==> src/rtl/vect_mem_master.sv <==
// vect_mem_master: moves 1..16 beats of 256-bit data between simple
// request/stream interfaces and a vector memory port. Memory writes are
// synchronous and memory reads are combinational from mem_a.
// Optional feature: define VLSU_STRIDE_EN to add the req_stride input.
// When it is defined, the per-beat address increment comes from the
// request. When it is undefined, the increment is ADDR_STEP.
//
// state | meaning
// ------+---------------------------------------------------------------
// IDLE  | waiting for a request; req_ready high
// WR    | store burst; each wd_valid beat is written to mem_a
// RD    | load burst; beats captured from mem_rd into the rsp register
// DRAIN | last load beat held in the rsp register until accepted
module vect_mem_master #(
    parameter int ADDR_STEP = 16
) (
    input  logic         clk,
    input  logic         rst,
    input  logic         req_valid,
    output logic         req_ready,
    input  logic         req_we,
    input  logic [31:0]  req_addr,
    input  logic [3:0]   req_len,
`ifdef VLSU_STRIDE_EN
    input  logic [31:0]  req_stride,
`endif
    input  logic         wd_valid,
    input  logic [255:0] wd_data,
    output logic         wd_ready,
    output logic         rsp_valid,
    output logic         rsp_last,
    output logic [255:0] rsp_data,
    input  logic         rsp_ready,
    output logic         mem_we,
    output logic [31:0]  mem_a,
    output logic [255:0] mem_wd,
    input  logic [255:0] mem_rd,
    output logic         busy
);

    typedef enum logic [1:0] {
        IDLE  = 2'd0,
        WR    = 2'd1,
        RD    = 2'd2,
        DRAIN = 2'd3
    } state_t;

    localparam logic [31:0] STEP_C = 32'(ADDR_STEP);

    state_t      state;
    state_t      state_nxt;
    logic [31:0] cur_addr;
    logic [4:0]  remaining;
    logic [31:0] step;
    logic        accept;
    logic        wr_beat;
    logic        rd_cap;

`ifdef VLSU_STRIDE_EN
    logic [31:0] stride_q;

    // Capture the per-request stride; a zero stride re-reads one address
    always_ff @(posedge clk) begin
        if (rst)
            stride_q <= '0;
        else if (accept)
            stride_q <= req_stride;
    end

    assign step = stride_q;
`else
    assign step = STEP_C;
`endif

    // Next-state and handshake decode; reset masks anything that could write
    always_comb begin
        state_nxt = state;
        accept    = 1'b0;
        wr_beat   = 1'b0;
        rd_cap    = 1'b0;
        req_ready = 1'b0;
        wd_ready  = 1'b0;
        mem_we    = 1'b0;
        unique case (state)
            IDLE: begin
                req_ready = 1'b1;
                if (req_valid) begin
                    accept    = 1'b1;
                    state_nxt = req_we ? WR : RD;
                end
            end
            WR: begin
                wd_ready = !rst;
                if (wd_valid) begin
                    wr_beat = 1'b1;
                    mem_we  = !rst;
                    if (remaining == 5'd1)
                        state_nxt = IDLE;
                end
            end
            RD: begin
                // Capture whenever the output register is empty or being emptied
                if (!rsp_valid || rsp_ready) begin
                    rd_cap = 1'b1;
                    if (remaining == 5'd1)
                        state_nxt = DRAIN;
                end
            end
            DRAIN: begin
                if (rsp_ready)
                    state_nxt = IDLE;
            end
            default: state_nxt = IDLE;
        endcase
    end

    // State register
    always_ff @(posedge clk) begin
        if (rst)
            state <= IDLE;
        else
            state <= state_nxt;
    end

    // Address and beat counter; address wraps modulo 2^32
    always_ff @(posedge clk) begin
        if (rst) begin
            cur_addr  <= '0;
            remaining <= '0;
        end else if (accept) begin
            cur_addr  <= req_addr;
            remaining <= {1'b0, req_len} + 5'd1;
        end else if (wr_beat || rd_cap) begin
            cur_addr  <= cur_addr + step;
            remaining <= remaining - 5'd1;
        end
    end

    // Load response register; holds while rsp_valid and not rsp_ready
    always_ff @(posedge clk) begin
        if (rst) begin
            rsp_valid <= 1'b0;
            rsp_last  <= 1'b0;
            rsp_data  <= '0;
        end else if (rd_cap) begin
            rsp_valid <= 1'b1;
            rsp_last  <= (remaining == 5'd1);
            rsp_data  <= mem_rd;
        end else if ((state == RD || state == DRAIN) && rsp_ready) begin
            rsp_valid <= 1'b0;
            rsp_last  <= 1'b0;
        end
    end

    assign mem_a  = cur_addr;
    assign mem_wd = wd_data;
    assign busy   = (state != IDLE);

endmodule

==> config.mk <==
export PLATFORM = sky130hd
export DESIGN_NAME = vect_mem_master
export DESIGN_NICKNAME = d
export VERILOG_FILES = /design/src/rtl/vect_mem_master.sv
export SDC_FILE = /design/constraint.sdc
export NUM_CORES = 1
export LEC_CHECK = 0
export ABC_CLOCK_PERIOD_IN_PS = 1700
export BUFFER_PORTS_ARGS = -buffer_cell sky130_fd_sc_hd__buf_2
export CAP_MARGIN = 0
export CORE_AREA = 2 2 433 435
export CTS_CLUSTER_SIZE = 14
export DETAILED_ROUTE_END_ITERATION = 10
export DIE_AREA = 0 0 435 437
export REMOVE_ABC_BUFFERS = 1
export SKIP_CTS_REPAIR_TIMING = 1
export SYNTH_ARGS = -nofsm -noshare
export SYNTH_HDL_FRONTEND = slang
export SYNTH_SLANG_ARGS = --single-unit
==> constraint.sdc <==
create_clock -name clk -period 1.7 [get_ports clk]
set_clock_uncertainty 0.05 [all_clocks]
set_input_delay 0.085 -clock clk [delete_from_list [all_inputs] [get_ports clk]]
set_output_delay 0.085 -clock clk [all_outputs]
set_load 0.1 [all_outputs]
Word level (Yosys, flattened, before mapping). Index checks and enable logic that the tools add are counted.

Flip-flop bits (word level): 297. Output and inout bits: 550. Input bits: 554. Logic and storage cells: 55.

Equal/unequal tests: 10. Mux-type cells: 25. Add/subtract/negate cells: 3. Reductions and logical operators: 11.

Operators by type and width (number): 2-to-1 mux 32 bit (2); adder 32 x 5 -> 32 bit (second input constant) (1); 2-to-1 mux 2 bit (7); 2-to-1 mux 1 bit (13); inequality test 2 bit (second input constant) (6); 2-to-1 mux 5 bit (2); case mux 2 bit (4 select lines) (1); AND reduction 6 bit (1); nonzero test 2 bit (3); adder 4 x 1 -> 5 bit (second input constant) (1); equality test 5 x 1 -> 1 bit (second input constant) (1); subtractor 5 x 1 -> 5 bit (second input constant) (1); equality test 2 bit (second input constant) (2); logical OR 1 bit (3); equality test 2 x 1 -> 1 bit (second input constant) (1); logical NOT 1 bit (2); logical NOT 2 bit (1); logical AND 1 bit (1).

Logic depth before layout (Yosys ltp). Gate-level depths: netlist of run 1.

Word-level depth: 7. Mapped depth: 7. Gate-level depth less buffers: 7.

Worst setup path after synthesis of run 1. Ideal clock, no wire load.

Path type: register to output. From: register state[1]. To: output port wd_ready. Cell stages (with the launch flop): 3. Buffers on the path: 1. Required time: 1.565 ns. Arrival time: 2.801 ns. Slack: -1.236 ns. Cells stage by stage: dfxtp_1 -> clkbuf_1 -> nor3b_1.

Longest elaborated chain between the ends: 2.

Ends and longest elaborated chain: from (decl) (line 50) `state_t state;`; from (signal assigned) (line 122) `state <= state_nxt;`; equality test 2 x 1 -> 1 bit (line 84) `unique case (state)`; 2-to-1 mux 1 bit (line 84); to (decl) (line 29) `output logic wd_ready,`.

Every way passes these cells.

Final worst setup path of run 1.
From: register state[0]. To: register rsp_data[57].

Longest elaborated chain between the ends: 2.

Ends and longest elaborated chain: equality test 2 bit (line 84); 2-to-1 mux 1 bit (line 84); to (signal assigned) (line 148) `rsp_data <= mem_rd;`; to (decl) (line 32) `output logic [255:0] rsp_data,`.

Every way passes these cells. A chain may end at the register's enable or synchronous reset.

==> results.sh, run 1 <==
export IMPL_status="finished, violations left"
export IMPL_violations="negative hold slack, negative setup slack"
export IMPL_r2r_end="rsp_data[57]"
export IMPL_setup_ws_ns=-0.136
export IMPL_fin_crit_sh_pct=108
export IMPL_portBuffers=591
export IMPL_rows=158
export IMPL_grt_pass1_wl_um=245000
export IMPL_synth_distinct_cells=47
export IMPL_synth_top_family_by_area="simple AND/OR/NAND/NOR gates"
export IMPL_setup_viol=189
export IMPL_insertion_delay_ns=0.61
export IMPL_max_cap_violations=0
export IMPL_p_sw_uw=9860
export IMPL_period_needed_ns=1.84
export IMPL_critPathCaptureType="flip-flop"
export IMPL_tritoncts="built"
export IMPL_drt_total_wl_um=227000
export IMPL_drt_pass1_iter_count=5
export IMPL_rsz0062_at_grt="yes"
export IMPL_synth_top_area_share_pct=45.7
export IMPL_final_common_cell="buf_2"
export IMPL_cp_start_kind="flip-flop"
export IMPL_first_global_vias=13200
export IMPL_route_detailed_drc=0
export IMPL_r2r_start="state[0]"
export IMPL_clock_path_buffers=3
export IMPL_p_seq_share_pct=30.5
export IMPL_floorplan_initialDensity_pct=7.03
export IMPL_power_density_nw_per_um2=975
export IMPL_p_int_uw=15600
export IMPL_die_area_um2=190000
export IMPL_tns_ns=-7.38
export IMPL_layoutNonFillerInstCount=4962
export IMPL_reg2reg_setup_slack_ns=-0.14
export IMPL_grt_max_degree=122
export IMPL_required_ns=2.14
export IMPL_grt_overflow_total=0
export IMPL_hold_class="input pin to flip-flop"
export IMPL_drt_iter0_markers=1565
export IMPL_synth_fa_ha_area_share_pct=0.385
export IMPL_grt_antenna_before_repair=100
export IMPL_arrival_ns=2.27
export IMPL_pwr_share_clk_pct=36.6
export IMPL_cts_num_sinks=297
export IMPL_max_freq_mhz=545
export IMPL_leakage_uw=0.0103
export IMPL_ys_ff_latch=297
export IMPL_nNetsFinal=2990
export IMPL_place_hpwl_um=197000
export IMPL_die_y_um=437
export IMPL_synth_top_cell_by_area="dfxtp_1"
export IMPL_grt_util_all_layers_pct=21.9
export IMPL_stdcell_area_um2=26100
export IMPL_syn2layout_area_growth_pct=101
export IMPL_cts_buffers=41
export IMPL_worstMarginPinSlew_ns=0.961
export IMPL_critical_path_startpoint="state[0]"
export IMPL_swShare_pct=38.7
export IMPL_worstSetupPathType="flip-flop to flip-flop"
export IMPL_final_cell_mix="538 x buf_2, 364 x nand2_1, 296 x dlygate4sd3_1"
export IMPL_ys_top_cells_by_area="dfxtp_1 46%, nand2_1 16%, buf_4 15%"
export IMPL_wire_per_inst_um=45.7
export IMPL_whs_ns=-0.00202
export IMPL_ys_async_sr_fraction_pct=0
export IMPL_die_w_um=435
export IMPL_clockRootBuffer="clkbuf_16"
export IMPL_syn_inst=1674
export IMPL_ys_seq_area_share_pct=45.7
export IMPL_io_pins=1104
export IMPL_synth_edf_count=0
export IMPL_min_delay_worst_endpoint="remaining[2]"
export IMPL_yosys_area_share_simple_pct=20.5
export IMPL_viasPerCell=3.51
export IMPL_synth_top_flop_cell="dfxtp_1"
export IMPL_synth_compound_area_share_pct=13.8
export IMPL_max_vdd_ir_drop_uv=673
export IMPL_vias=17400
export IMPL_cts_max_level=2
export IMPL_hold_viol=1
export IMPL_synth_area_mux_share_pct=0.943
export IMPL_syn_area_per_cell_um2=7.77
export IMPL_ant_nets=0
export IMPL_path_max_fanout=8
export IMPL_worstHoldPathCells=5
export IMPL_slew_headroom_pct=35.9
export IMPL_drive_above_1_share_pct=51.8
export IMPL_yosys_area_share_xor_xnor_pct=0.472
export IMPL_reg2reg_depth=9
export IMPL_final_fill_count=21100
export IMPL_place_inst=4505
export IMPL_cts_reportedPaths_clkPinSlew_ns=0.05
export IMPL_gp_congestion=1.06
export IMPL_core_area_um2=185000
export IMPL_worstHoldStart="req_len[1]"
export IMPL_yosys_warnings=0
export IMPL_placed_area_um2=18000
export IMPL_comb_power_share_pct=32.9
export IMPL_maxSlewViolCount=0
export IMPL_netlist_area_um2=13000
## flip-flops by register name (all words and copies together) (netlist names)
name / count
rsp_valid: 1
rsp_data: 256
mem_a: 32
state: 2
remaining: 5
rsp_last: 1
## routing by layer
metal	vias up	wire length [um]	track usage [%]
met5	-	3240	12.1
met4	26	6660	3.89
met3	416	62700	29.9
met2	2181	101000	34.6
met1	8004	53400	14.2
li1	6798	-	-
## worst max path at each step
stage,endpoint,cells past startpoint,slack [ns]
finish,rsp_data[57],9,-0.14
detailed placement,mem_a[9],6,-0.12
global route,rsp_data[57],9,-0.22
global placement,mem_a[9],6,-0.16
CTS,mem_we,4,-0.59
floorplan,rsp_last,4,-8.00
## power by group through the flow
| stage | combinational, uW | sequential, uW | clock, uW |
|---|---|---|---|
| final | 8380 | 7760 | 9310 |
| after global routing | 8690 | 7810 | 9780 |
| after CTS | 6320 | 7640 | 9570 |
| after detailed placement | 6310 | 7790 | 0 |
| after global placement | 6290 | 7770 | 0 |
| after floorplan | 1150 | 10700 | 0 |
## cells by family after synthesis
| family | after synthesis |
|---|---|
| adder cells (fa/ha/maj) | 4 |
| AND/OR/NAND/NOR | 658 |
| XOR/XNOR | 7 |
| multiplexers | 12 |
| buffers and inverters | 363 |
| AO/OA/AOI/OAI | 333 |
| flip-flops | 297 |
## critical path, stage by stage, from the launching register on
cell and delay (ns):
dfxtp_4 0.39, and2b_2 0.25, buf_6 0.13, nand2_8 0.07, buf_12 0.14, buf_12 0.12
clkbuf_16 0.17, buf_8 0.13, nand2_1 0.05, a21oi_1 0.17
## per-stage QoR
step                hold WS, ns  setup WS, ns  utilization, %  power [uW]
floorplan                 0.104         -8.00               -       11900
global placement          0.134        -0.159            9.73       14100
detailed placement        0.134        -0.117            9.73       14100
CTS                      -0.420        -0.593            10.5       23500
global route            0.00639        -0.219            14.1       26300
finish                 -0.00202        -0.136            14.1       25500
## Yosys cell counts (3+ instances only)
library cell / instances
a211oi_1: 7
a21oi_1: 272
a22oi_1: 12
a31oi_1: 8
buf_2: 30
buf_4: 256
clkbuf_1: 72
dfxtp_1: 297
ha_1: 4
inv_1: 4
mux2i_1: 10
nand2_1: 557
nand2b_1: 4
nand3_1: 15
nand4_1: 13
nor2_1: 33
nor3_1: 8
nor3b_1: 3
o211ai_1: 6
o21ai_0: 7
o22ai_1: 11
or2_2: 3
or3_1: 5
or4_1: 3
xor2_1: 7
## final cells by class
type                       count  area, um2  area share [%]
antenna                       20       50.0           0.192
clock buffer                  55       1170            4.49
clock inverter                18        241           0.925
inverter                       4       15.0          0.0575
multi-input combinational   1014       6690            25.6
sequential                   297       5980            22.9
tap                         2480       3100            11.9
timing repair buffer        1074       8850            33.9
(Power assumes the default switching activity.)
==> run 2: changes to the inputs <==
Settings changed: CORE_AREA 2 2 433 435 to 5 5 423 425, DIE_AREA 0 0 435 437 to 0 0 428 430, REMOVE_ABC_BUFFERS 1 to not set.
==> run 2 against run 1 <==
Compared with the run above:
- the flow still finishes with violations (negative hold slack, negative setup slack)
- register-to-register slack better by 0.04 ns
- wire length down 52%
- sequential share of layout area increased by 3.7 points
- via count decreased by 14%
- largest power group unchanged
- clock power is 5.3% lower
- final cell count shrank 4.7%
- highest routed layer unchanged
- utilization is 1.1 points lower
- largest cell class unchanged
- non-clock buffer count is 80 lower
- first-iteration DRC count decreased by 24%
==> results.sh, run 2 (synthesis results as in run 1) <==
export IMPL_status="finished, violations left"
export IMPL_violations="negative hold slack, negative setup slack"
export IMPL_largest_reg_flops=256
export IMPL_vias=15000
export IMPL_min_delay_worst_endpoint="rsp_data[188]"
export IMPL_power_density_nw_per_um2=1040
export IMPL_hold_viol=18
export IMPL_core_area_um2=175000
export IMPL_drt_iter0_markers=1197
export IMPL_viasPerCell=3.17
export IMPL_p_total_uw=23500
export IMPL_insertion_delay_ns=0.59
export IMPL_tns_ns=-2.18
export IMPL_r2r_end="rsp_data[174]"
export IMPL_synth_fp_nets=2232
export IMPL_cts_max_level=2
export IMPL_leakage_uw=0.00903
export IMPL_grt_overflow_total=0
export IMPL_drive_above_1_share_pct=34.9
export IMPL_cts_buffers=39
export IMPL_die_area_um2=184000
export IMPL_p_seq_share_pct=32.7
export IMPL_layoutNonFillerInstCount=4728
export IMPL_fin_crit_sh_pct=105
export IMPL_stdcell_area_um2=22700
export IMPL_p_sw_uw=9100
export IMPL_floorplan_initialDensity_pct=7.43
export IMPL_ant_nets=0
export IMPL_final_cell_mix="551 x nand2_1, 540 x buf_2, 298 x dlygate4sd3_1"
export IMPL_fin_util_pct=13.0
export IMPL_cp_start_kind="flip-flop"
export IMPL_portBuffers=591
export IMPL_place_inst=4328
export IMPL_placed_area_um2=17600
export IMPL_worstHoldStart="rst"
export IMPL_p_int_uw=14400
export IMPL_clock_path_buffers=3
export IMPL_cts_reportedPaths_clkPinSlew_ns=0.06
export IMPL_max_vdd_ir_drop_uv=666
export IMPL_maxSlewViolCount=0
export IMPL_required_ns=2.14
export IMPL_drt_total_wl_um=110000
export IMPL_arrival_ns=2.23
export IMPL_comb_power_share_pct=29.8
export IMPL_r2r_start="state[0]"
export IMPL_path_max_fanout=12
export IMPL_gp_congestion=0.863
export IMPL_clockRootBuffer="clkbuf_16"
export IMPL_drt_pass1_iter_count=7
export IMPL_slew_headroom_pct=55.8
export IMPL_tritoncts="built"
export IMPL_final_common_cell="nand2_1"
export IMPL_worstHoldPathCells=3
export IMPL_syn2layout_area_growth_pct=74.5
export IMPL_grt_pass1_wl_um=128000
export IMPL_die_w_um=428
export IMPL_grt_antenna_before_repair=49
export IMPL_swShare_pct=38.7
export IMPL_worstMarginPinSlew_ns=0.668
export IMPL_worstSetupPathType="flip-flop to flip-flop"
export IMPL_whs_ns=-0.113
export IMPL_place_hpwl_um=87600
export IMPL_hold_class="input pin to flip-flop"
export IMPL_rows=154
export IMPL_regMostFlops="rsp_data"
export IMPL_grt_max_degree=115
export IMPL_wire_per_inst_um=23.2
export IMPL_setup_viol=59
export IMPL_route_detailed_drc=0
export IMPL_first_global_vias=12600
export IMPL_max_freq_mhz=558
export IMPL_grt_util_all_layers_pct=10.4
export IMPL_rsz0062_at_grt="yes"
export IMPL_cts_num_sinks=297
export IMPL_critPathCaptureType="flip-flop"
export IMPL_regArea_um2=6040
export IMPL_max_cap_violations=0
export IMPL_reg2reg_setup_slack_ns=-0.09
export IMPL_setup_ws_ns=-0.0923
export IMPL_nNetsFinal=2908
export IMPL_reg2reg_depth=7
export IMPL_period_needed_ns=1.79
export IMPL_multi_input_area_um2=4880
export IMPL_final_fill_count=20100
export IMPL_pwr_share_clk_pct=37.5
export IMPL_die_y_um=430
export IMPL_io_pins=1104
## run 2: cell types whose count changed in the layout (fill, tap and decap cells not counted), moves of 5 or more
cell	change
diode_2	-13
clkbuf_4	-5
clkbuf_16	-24
a21oi_2	-190
nand2_1	+187
a21oi_1	+190
buf_8	-10
buf_12	-19
dfxtp_4	+16
dfxtp_1	-16
buf_4	-26
buf_16	-6
nand2_4	-123
nand2_2	-63
## run 2: metrics by stage
step,worst slack (ns),hold slack (ns)
final,-0.0923,-0.113
after global routing,-0.158,-0.111
after CTS,-0.295,-0.420
after detailed placement,-0.118,0.121
after global placement,-0.0865,0.121
after floorplan,-0.192,0.161
## run 2: how the worst max path moves through the flow
stage                    endpoint     start  slack, ns  cells after the start
finish              rsp_data[174]  state[0]      -0.09                      7
global route        rsp_data[174]  state[0]      -0.16                      7
CTS                     req_ready  state[0]      -0.29                      3
detailed placement      mem_a[24]  state[0]      -0.12                      6
global placement        mem_a[24]  state[0]      -0.09                      6
floorplan               mem_a[31]  mem_a[7]      -0.19                      5
## run 2: final cells by class
cell class | instances | area share, %
Antenna cell | 7 | 0.0772
Clock buffer | 49 | 4.74
Clock inverter | 23 | 1.14
Inverter | 4 | 0.0827
Multi-Input combinational cell | 1014 | 21.5
Sequential cell | 297 | 26.6
Tap cell | 2340 | 12.9
Timing Repair Buffer | 994 | 32.9
## run 2: power by group through the flow
stage | Sequential, uW | Clock, uW | Combinational [uW]
2_1_floorplan | 10700 | 0 | 4040
3_3_place_gp | 7820 | 0 | 5960
3_5_place_dp | 7840 | 0 | 5990
4_1_cts | 7700 | 9280 | 6000
5_1_grt | 7760 | 9460 | 7340
6_report | 7710 | 8820 | 7010
## run 2: routing by layer
layer / GRT usage (%) / up-vias / routed length, um
met5: 3.33 / - / 851
met4: 5.13 / 12 / 5020
met3: 10.3 / 323 / 22800
met2: 14.6 / 1059 / 46400
met1: 9.60 / 7002 / 34600
li1: - / 6580 / -
## run 2: worst max-delay path, stage by stage, from the launching register on
cell	delay [ns]
dfxtp_4	0.38
nand2b_2	0.24
nor2_4	0.15
buf_6	0.14
buf_16	0.18
clkbuf_16	0.24
nand2_1	0.06
a21oi_1	0.15
